File: src/rtl/multiword_add_sequencer_pkg.sv
// Shared types and helpers for the multiword add/subtract sequencer.
package multiword_add_sequencer_pkg;

  typedef enum logic [1:0] {
    IDLE,
    RUN,
    DONE
  } state_t;

  // Width needed to index v items.
  function automatic int unsigned clog2(input int unsigned v);
    int unsigned r;
    r = 0;
    while ((32'd1 << r) < v) r++;
    return r;
  endfunction

endpackage

File: src/rtl/multiword_add_sequencer_carry_lookahead_adder.sv
// Single WIDTH-bit carry-lookahead adder slice, shared by all chunks.
module carry_lookahead_adder #(
  parameter int WIDTH = 8
) (
  input  logic [WIDTH-1:0] a,
  input  logic [WIDTH-1:0] b,
  input  logic             c_in,
  output logic [WIDTH-1:0] sum,
  output logic             c_out
);

  logic [WIDTH-1:0] g;
  logic [WIDTH-1:0] p;
  logic [WIDTH:0]   c;
  logic             acc;
  logic             term;

  assign g = a & b;
  assign p = a ^ b;

  // Each carry is the flat OR of generate terms propagated up to it, plus c_in.
  always_comb begin
    c    = '0;
    acc  = 1'b0;
    term = 1'b0;
    c[0] = c_in;
    for (int unsigned i = 0; i < WIDTH; i++) begin
      term = c_in;
      for (int unsigned j = 0; j <= i; j++) term = term & p[j];
      acc = term;
      for (int unsigned j = 0; j <= i; j++) begin
        term = g[j];
        for (int unsigned k = j + 1; k <= i; k++) term = term & p[k];
        acc = acc | term;
      end
      c[i+1] = acc;
    end
  end

  assign sum   = p ^ c[WIDTH-1:0];
  assign c_out = c[WIDTH];

endmodule

File: src/rtl/multiword_add_sequencer.sv
// Multiword add/subtract: one shared adder slice walks the operand chunks LSB first.
module multiword_add_sequencer
  import multiword_add_sequencer_pkg::*;
#(
  parameter int WIDTH = 8,
  parameter int WORDS = 4
) (
  input  logic                   clk,
  input  logic                   rst,
  input  logic                   in_valid,
  output logic                   in_ready,
  input  logic [WIDTH*WORDS-1:0] op_a,
  input  logic [WIDTH*WORDS-1:0] op_b,
  input  logic                   sub,
  input  logic                   c_in,
  output logic                   out_valid,
  input  logic                   out_ready,
  output logic [WIDTH*WORDS-1:0] sum,
  output logic                   c_out,
  output logic                   ovf,
  output logic                   busy
);

  localparam int unsigned IDX_W = clog2(WORDS);
  localparam int          N     = WIDTH * WORDS;

  state_t           state_q;
  state_t           state_d;
  logic [N-1:0]     a_q;
  logic [N-1:0]     b_q;
  logic [N-1:0]     sum_q;
  logic             carry_q;
  logic [IDX_W-1:0] idx_q;
  logic             c_out_q;
  logic             ovf_q;
  logic [WIDTH-1:0] a_chunk;
  logic [WIDTH-1:0] b_chunk;
  logic [WIDTH-1:0] slice_sum;
  logic             slice_c;
  logic             last;

  assign last = (idx_q == IDX_W'(WORDS - 1));

  always_comb begin
    a_chunk = '0;
    b_chunk = '0;
    for (int unsigned i = 0; i < WORDS; i++) begin
      if (idx_q == IDX_W'(i)) begin
        a_chunk = a_q[i*WIDTH +: WIDTH];
        b_chunk = b_q[i*WIDTH +: WIDTH];
      end
    end
  end

  carry_lookahead_adder #(
    .WIDTH(WIDTH)
  ) u_cla (
    .a    (a_chunk),
    .b    (b_chunk),
    .c_in (carry_q),
    .sum  (slice_sum),
    .c_out(slice_c)
  );

  always_ff @(posedge clk) begin
    if (rst) state_q <= IDLE;
    else     state_q <= state_d;
  end

  always_comb begin
    state_d = state_q;
    case (state_q)
      IDLE:    if (in_valid)  state_d = RUN;
      RUN:     if (last)      state_d = DONE;
      DONE:    if (out_ready) state_d = IDLE;
      default: state_d = IDLE;
    endcase
  end

  // B is stored already inverted for subtract so RUN is a plain add.
  always_ff @(posedge clk) begin
    if (rst) begin
      a_q     <= '0;
      b_q     <= '0;
      sum_q   <= '0;
      carry_q <= 1'b0;
      idx_q   <= '0;
      c_out_q <= 1'b0;
      ovf_q   <= 1'b0;
    end else begin
      case (state_q)
        IDLE: begin
          if (in_valid) begin
            a_q     <= op_a;
            b_q     <= sub ? ~op_b : op_b;
            carry_q <= sub | c_in;
            idx_q   <= '0;
          end
        end
        RUN: begin
          for (int unsigned i = 0; i < WORDS; i++) begin
            if (idx_q == IDX_W'(i)) sum_q[i*WIDTH +: WIDTH] <= slice_sum;
          end
          carry_q <= slice_c;
          idx_q   <= idx_q + 1'b1;
          if (last) begin
            c_out_q <= slice_c;
            ovf_q   <= (a_q[N-1] == b_q[N-1]) & (slice_sum[WIDTH-1] != a_q[N-1]);
          end
        end
        default: ;
      endcase
    end
  end

  assign in_ready  = (state_q == IDLE);
  assign out_valid = (state_q == DONE);
  assign busy      = (state_q == RUN) || (state_q == DONE);
  assign sum       = sum_q;
  assign c_out     = c_out_q;
  assign ovf       = ovf_q;

endmodule

File: config.mk
export PLATFORM = sky130hd
export DESIGN_NAME = multiword_add_sequencer
export DESIGN_NICKNAME = d
export VERILOG_FILES = /design/src/rtl/multiword_add_sequencer_pkg.sv /design/src/rtl/multiword_add_sequencer_carry_lookahead_adder.sv /design/src/rtl/multiword_add_sequencer.sv
export SDC_FILE = /design/constraint.sdc
export NUM_CORES = 1
export LEC_CHECK = 0
export CAP_MARGIN = 20
export CORE_MARGIN = 5
export CORE_UTILIZATION = 40
export CTS_BUF_LIST = sky130_fd_sc_hd__clkbuf_16
export CTS_CLUSTER_DIAMETER = 80
export DETAILED_ROUTE_END_ITERATION = 8
export DONT_BUFFER_PORTS = 1
export SETUP_SLACK_MARGIN = 0.02
export SYNTH_ARGS = -nofsm -noshare
export SYNTH_HDL_FRONTEND = slang
export SYNTH_SLANG_ARGS = --single-unit
File: constraint.sdc
create_clock -name clk -period 7 [get_ports clk]
set_input_delay 1.05 -clock clk [delete_from_list [all_inputs] [get_ports clk]]
set_output_delay 1.05 -clock clk [all_outputs]
set_load 0.005 [all_outputs]
==> results of run 1 <==
## path summary, 6_finish.rpt
kind | startpoint | to | slack (ns) | cells past startpoint
hold / removal | a_q[5] | a_q[5] | 0.46 | 2
setup / recovery | idx_q[1] | sum[22] | 3.32 | 14
setup reg to reg | idx_q[1] | sum[22] | 3.32 | 14
hold reg to reg | a_q[5] | a_q[5] | 0.46 | 2
## stage by stage
| step | hold WS (ns) | cells | setup slack [ns] | cell area (um2) |
|---|---|---|---|---|
| finish | 0.4588 | 760 | 3.318 | 5334 |
| global route | 0.4659 | 760 | 2.950 | 5334 |
| CTS | 0.4548 | 758 | 3.300 | 5291 |
| detailed placement | 0.4451 | 742 | 3.324 | 4977 |
| global placement | 0.4420 | 742 | 3.437 | 4977 |
| floorplan | 0.4364 | 623 | 3.935 | 4956 |
## tightest hold or removal path: cells and delay by family (launching register included)
family	cells	cell delay (ns)
flip-flops	1	0.31
AND/OR/NAND/NOR	1	0.05
AO/OA/AOI/OAI	1	0.05
## logic make-up (layout without fill, tap and decap cells)
family | after synthesis | after routing | share of synthesized area
compound gates | 173 | 173 | 0.2138
xor+xnor | 36 | 36 | 0.06362
fa+ha+maj | 17 | 17 | 0.04443
buf+inv | 58 | 27 | 0.04670
flops | 103 | 103 | 0.4161
mux | 2 | 2 | 0.004040
simple gates | 234 | 234 | 0.2113
## sequential cells by signal, indices dropped and copies added, names as in the netlist
register,count
a_q,32
b_q,32
sum,32
idx_q,2
state_q,2
c_out,1
carry_q,1
ovf,1
## cell type report
type / instances / area (um2) / share of cell area
well taps: 168 / 210.2 / 0.03941
clock buffers: 9 / 225.2 / 0.04222
flip-flops and latches: 103 / 2062 / 0.3866
multi-input cells: 462 / 2664 / 0.4994
clock inverters: 7 / 88.84 / 0.01665
repair buffers: 4 / 57.56 / 0.01079
inverters: 7 / 26.28 / 0.004926
## per-layer routing
| layer | routed length, um | up-vias | track usage |
|---|---|---|---|
| met1 | 5371 | 1858 | 0.2121 |
| met3 | 773 | 6 | 0.05082 |
| li1 | - | 2057 | - |
| met4 | 97 | 0 | 0.03571 |
| met2 | 6070 | 110 | 0.2884 |
| met5 | 0 | - | 0 |
## power breakdown
part	switching, mW	total (mW)	internal, mW
registers	0.0692	0.764	0.694
clock network	0.217	0.528	0.311
logic	0.420	0.668	0.249
total	0.706	1.96	1.25
## cells in the mapped netlist
cell type / number
nand2b_1: 2
a211o_2: 1
clkbuf_1: 41
a211oi_1: 41
nor2_1: 59
mux2i_1: 2
a2111oi_1: 1
nand2_1: 120
o2111ai_4: 1
a21oi_1: 87
nor2b_1: 1
xor2_1: 3
nor3_1: 8
a21o_1: 3
o21ai_0: 23
inv_1: 7
buf_6: 1
ha_1: 16
a32oi_1: 2
and2_4: 1
nand3b_1: 29
o21a_1: 2
o22ai_1: 1
nor4b_1: 1
o41ai_1: 1
fa_1: 1
dfxtp_1: 103
buf_2: 4
o31ai_1: 5
or4_1: 4
o21bai_1: 2
buf_1: 4
xnor2_1: 33
nand3_1: 4
and2_1: 5
clkbuf_2: 1
a21oi_2: 1
a21boi_2: 1
a211oi_2: 1
==> flow_summary.yaml, run 1 <==
clocking:
  clk_latency_ns: 0.35
  clkTransAtPathRegs_ns: 0.07
  clk_path_buf_depth: 2
  cts.sinks: 103
  ctsResizeCount: 0
  holdBufCountCts: 0
  cts_setup_buffers: 0
  cts_tree: "yes"
  htree_levels: 3
  ctsRootBufferMaster: "clkbuf_16"
  numCtsBuffers: 9
power_and_ir_drop:
  power_mw: 1.960
  p_leak_nw: 1.844
  powerDensity_nw_per_um2: 367.4
  ir_drop_uv: 202.9
layout:
  antenna_cells: 0
  drive_gt1_frac: 0.04054
  final_common_cell: "nand2_1"
  final_nets: 674
  post-route-util: 0.4422
  mostFrequentLayoutCells: "nand2_1, dfxtp_1, a21oi_1"
  fillers: 1191
  area.growth.synth_to_final_pct: 7.624
detailed_routing:
  viasPerCell: 5.304
  initialDrtViolationCount: 316
  drc: 0
  wl_per_cell_um: 16.20
  wirelength_um: 12310
  drtPass1Iterations: 4
  vias: 4031
  postRouteAntennaNets: 0
synthesis:
  synth_top_area_cell: "dfxtp_1"
  yosys-top-cells-area: "dfxtp_1, nand2_1, a21oi_1, a211oi_1, xnor2_1"
  yosysTopAreaCellShare: 0.4161
  synth_area_um2: 4956
  synth.distinct_cells: 39
  synth_area_per_cell_um2: 7.955
  yosys_warnings: 0
  synth_seq_cells: 103
  syn-num-nets: 710
  synth-seq-area-share: 0.4161
  synth_cells: 623
worst_setup_path:
  crit_path_top_delay_cell: "ha_1"
  cp_slowest_stage_delay_ns: 0.78
  worstPathMaxFanout: 34
  cp_cell_sequence: "inv_1 -> ha_1 -> nand3b_1 -> a21oi_1 -> a21oi_1 -> nor2_1 -> a21o_1 -> ha_1 -> ha_1 -> o21a_1 -> o2111ai_4 -> a21boi_2 -> or4_1 -> nand3_1"
  worstSetupEndpointType: "flop"
  critPathKind: "flop to flop"
  worstPathArrival_ns: 3.98
  crit_path_start_kind: "flop"
  crit_required_ns: 7.29
  crit_family: "adder cells"
  cpMostUsedCell: "ha_1"
  crit_buf_inv: 1
floorplan:
  start_util: 0.4109
  core_area_um2: 12060
  die-area_um2: 14720
  die_y_um: 121.3
  rows: 40
  dieWidth_um: 121.3
  pin_count: 107
global_routing:
  grt-ovfl-total: 0
  grt_pass1_vias: 3912
  track_usage: 0.1695
  grt_max_degree: 114
  antenna_found_initial: 0
  grt_pass1_wl_um: 19670
flow_run:
  max_cap_viol_count: 0
timing:
  skew_ns: 0.008008
  setup_tns_ns: 0
  min_period_over_period: 0.5259
  period_minus_slack_ns: 3.682
  worst_pin_slew_ns: 0.9450
  slew_violations: 0
  hold_viol_final: 0
  fmax_ghz: 0.2716
  max-slew-margin-rel: 0.3700
  rsz0062_at_grt: "false"
  setup_viol: 0
placement:
  gp_congestion: 0.8574
  portBuffers: 0
  dp_hpwl_um: 8746
outcome:
  status: "finished clean"
hold_path:
  min_path_type: "flop to flop"
No activity file was read; power rests on OpenSTA's default activity.
==> run 2: changes to the inputs <==
==> constraint.sdc (replaced) <==
create_clock -name clk -period 3.3 [get_ports clk]
set_input_delay 0.495 -clock clk [delete_from_list [all_inputs] [get_ports clk]]
set_output_delay 0.495 -clock clk [all_outputs]
set_load 0.005 [all_outputs]
==> run 2 against run 1 <==
Core utilization up 1.1 points. Sequential power up 110%. Non-clock buffer count up 9. Cell count up 1.2%. Clock power up 110%. Largest power group unchanged. Fmax up 20%. Register-to-register slack worse by 3.1 ns. Combinational power up 120%. Global-route usage up 0.52 points. Sequential share of layout area down 0.93 points. Critical path type unchanged. First-iteration DRC count down 5.7%. Hold slack worse by 0.25 ns.
==> flow_summary.yaml, run 2 (synthesis results as in run 1) <==
outcome:
  status: "finished clean"
timing:
  slew_violations: 0
  rsz0062_at_grt: "false"
  setup_tns_ns: 0
  fmax_ghz: 0.3262
  max-slew-margin-rel: 0.6246
  worst_pin_slew_ns: 0.5632
  hold_viol_final: 0
  min_period_over_period: 0.9290
  whs_ns: 0.2110
  setup_viol: 0
  period_minus_slack_ns: 3.066
  skew_ns: 0.007922
clocking:
  cts_tree: "yes"
  clk_latency_ns: 0.35
  clkTransAtPathRegs_ns: 0.07
  ctsRootBufferMaster: "clkbuf_16"
  numCtsBuffers: 9
  cts.sinks: 103
  htree_levels: 3
  holdBufCountCts: 0
  clk_path_buf_depth: 2
worst_setup_path:
  critPathKind: "flop to flop"
  worstPathMaxFanout: 11
  cp_cell_sequence: "inv_1 -> ha_4 -> nand3b_1 -> a21oi_1 -> a21oi_1 -> nor2_1 -> a21o_1 -> ha_1 -> ha_1 -> o21a_1 -> o2111ai_4 -> buf_4 -> a211o_2 -> and2_4 -> a211oi_1"
  crit_path_top_delay_cell: "dfxtp_2"
  cp_slowest_stage_delay_ns: 0.35
  crit_path_start_kind: "flop"
  worstPathArrival_ns: 3.32
  crit_required_ns: 3.56
  worstSetupEndpointType: "flop"
layout:
  drive_gt1_frac: 0.06822
  mostFrequentLayoutCells: "nand2_1, dfxtp_1, a21oi_1"
  multi_input_area_um2: 2714
  final_nets: 683
  area.growth.synth_to_final_pct: 10.40
  post-route-util: 0.4536
  antenna_cells: 0
  final_common_cell: "nand2_1"
  seq_area_um2: 2064
  fillers: 1205
placement:
  dp_hpwl_um: 9195
  gp_congestion: 0.8685
  portBuffers: 0
global_routing:
  grt_max_degree: 114
  grt_pass1_wl_um: 20360
  grt_pass1_vias: 4058
  grt-ovfl-total: 0
  track_usage: 0.1748
  antenna_found_initial: 0
floorplan:
  pin_count: 107
  start_util: 0.4109
  rows: 40
  die-area_um2: 14720
  core_area_um2: 12060
  dieWidth_um: 121.3
  die_y_um: 121.3
detailed_routing:
  wirelength_um: 12360
  drc: 0
  initialDrtViolationCount: 298
  vias: 4070
  wl_per_cell_um: 16.08
  postRouteAntennaNets: 0
  drtPass1Iterations: 5
  viasPerCell: 5.293
hold_path:
  min_path_type: "input pin to flop"
power_and_ir_drop:
  ir_drop_uv: 348.3
  p_leak_nw: 1.900
  powerDensity_nw_per_um2: 768.1
flow_run:
  max_cap_viol_count: 0
[run 2: layout make-up]
class,instances,share of cell area
multi-input cells,462,0.4960
flip-flops and latches,103,0.3773
repair buffers,13,0.02607
clock inverters,7,0.01624
well taps,168,0.03842
clock buffers,9,0.04116
inverters,7,0.004802
[run 2: what timing repair did]
action,CTS,global route
setup endpoints to repair,0,15
setup buffers,0,1
resized for setup,0,10
[run 2: worst max-delay path: cells and delay by family (launching register included)]
kind | cells | cell delay, ns
AO/OA/AOI/OAI | 7 | 1.27
adder cells (fa/ha/maj) | 3 | 0.65
buffers and inverters | 2 | 0.32
flip-flops | 1 | 0.35
AND/OR/NAND/NOR | 3 | 0.37
[run 2: worst paths after layout]
check	start	cells past startpoint	endpoint	slack, ns
worst max-delay path	idx_q[1]	15	sum[31]	0.23
worst min-delay path	rst	1	sum[17]	0.21
worst max register to register	idx_q[1]	15	sum[31]	0.23
worst min register to register	a_q[15]	2	a_q[15]	0.46
[run 2: through the flow]
step	cell area, um2	worst slack [ns]	cells	power, mW
global placement	5070	0.2096	751	3.028
floorplan	4956	0.2354	623	2.724
CTS	5384	0.07543	767	4.183
global route	5472	0.01608	769	4.522
finish	5472	0.2344	769	4.202
detailed placement	5070	0.1129	751	3.069
[run 2: metal layers]
metal | vias up | share of wire | global-route usage
met4 | 0 | 0.022 | 0.06793
met5 | - | 0 | 0
met3 | 21 | 0.069 | 0.05175
met2 | 110 | 0.47 | 0.2826
li1 | 2078 | - | -
met1 | 1861 | 0.43 | 0.2185
[run 2: report_power, final]
part | leakage (nW) | switching (mW) | internal (mW)
registers | 0.845 | 0.166 | 1.47
logic | 0.902 | 0.879 | 0.575
clock network | 0.153 | 0.450 | 0.658
total | 1.90 | 1.49 | 2.71
==> run 3: changes to the inputs <==
--- a/config.mk
+++ b/config.mk
@@ -16,3 +16,4 @@
 export SYNTH_ARGS = -nofsm -noshare
 export SYNTH_HDL_FRONTEND = slang
 export SYNTH_SLANG_ARGS = --single-unit
+export TNS_END_PERCENT = 30
==> results of run 3 <==
Same layout as run 2: the final DEF is identical, and so are final timing and power.
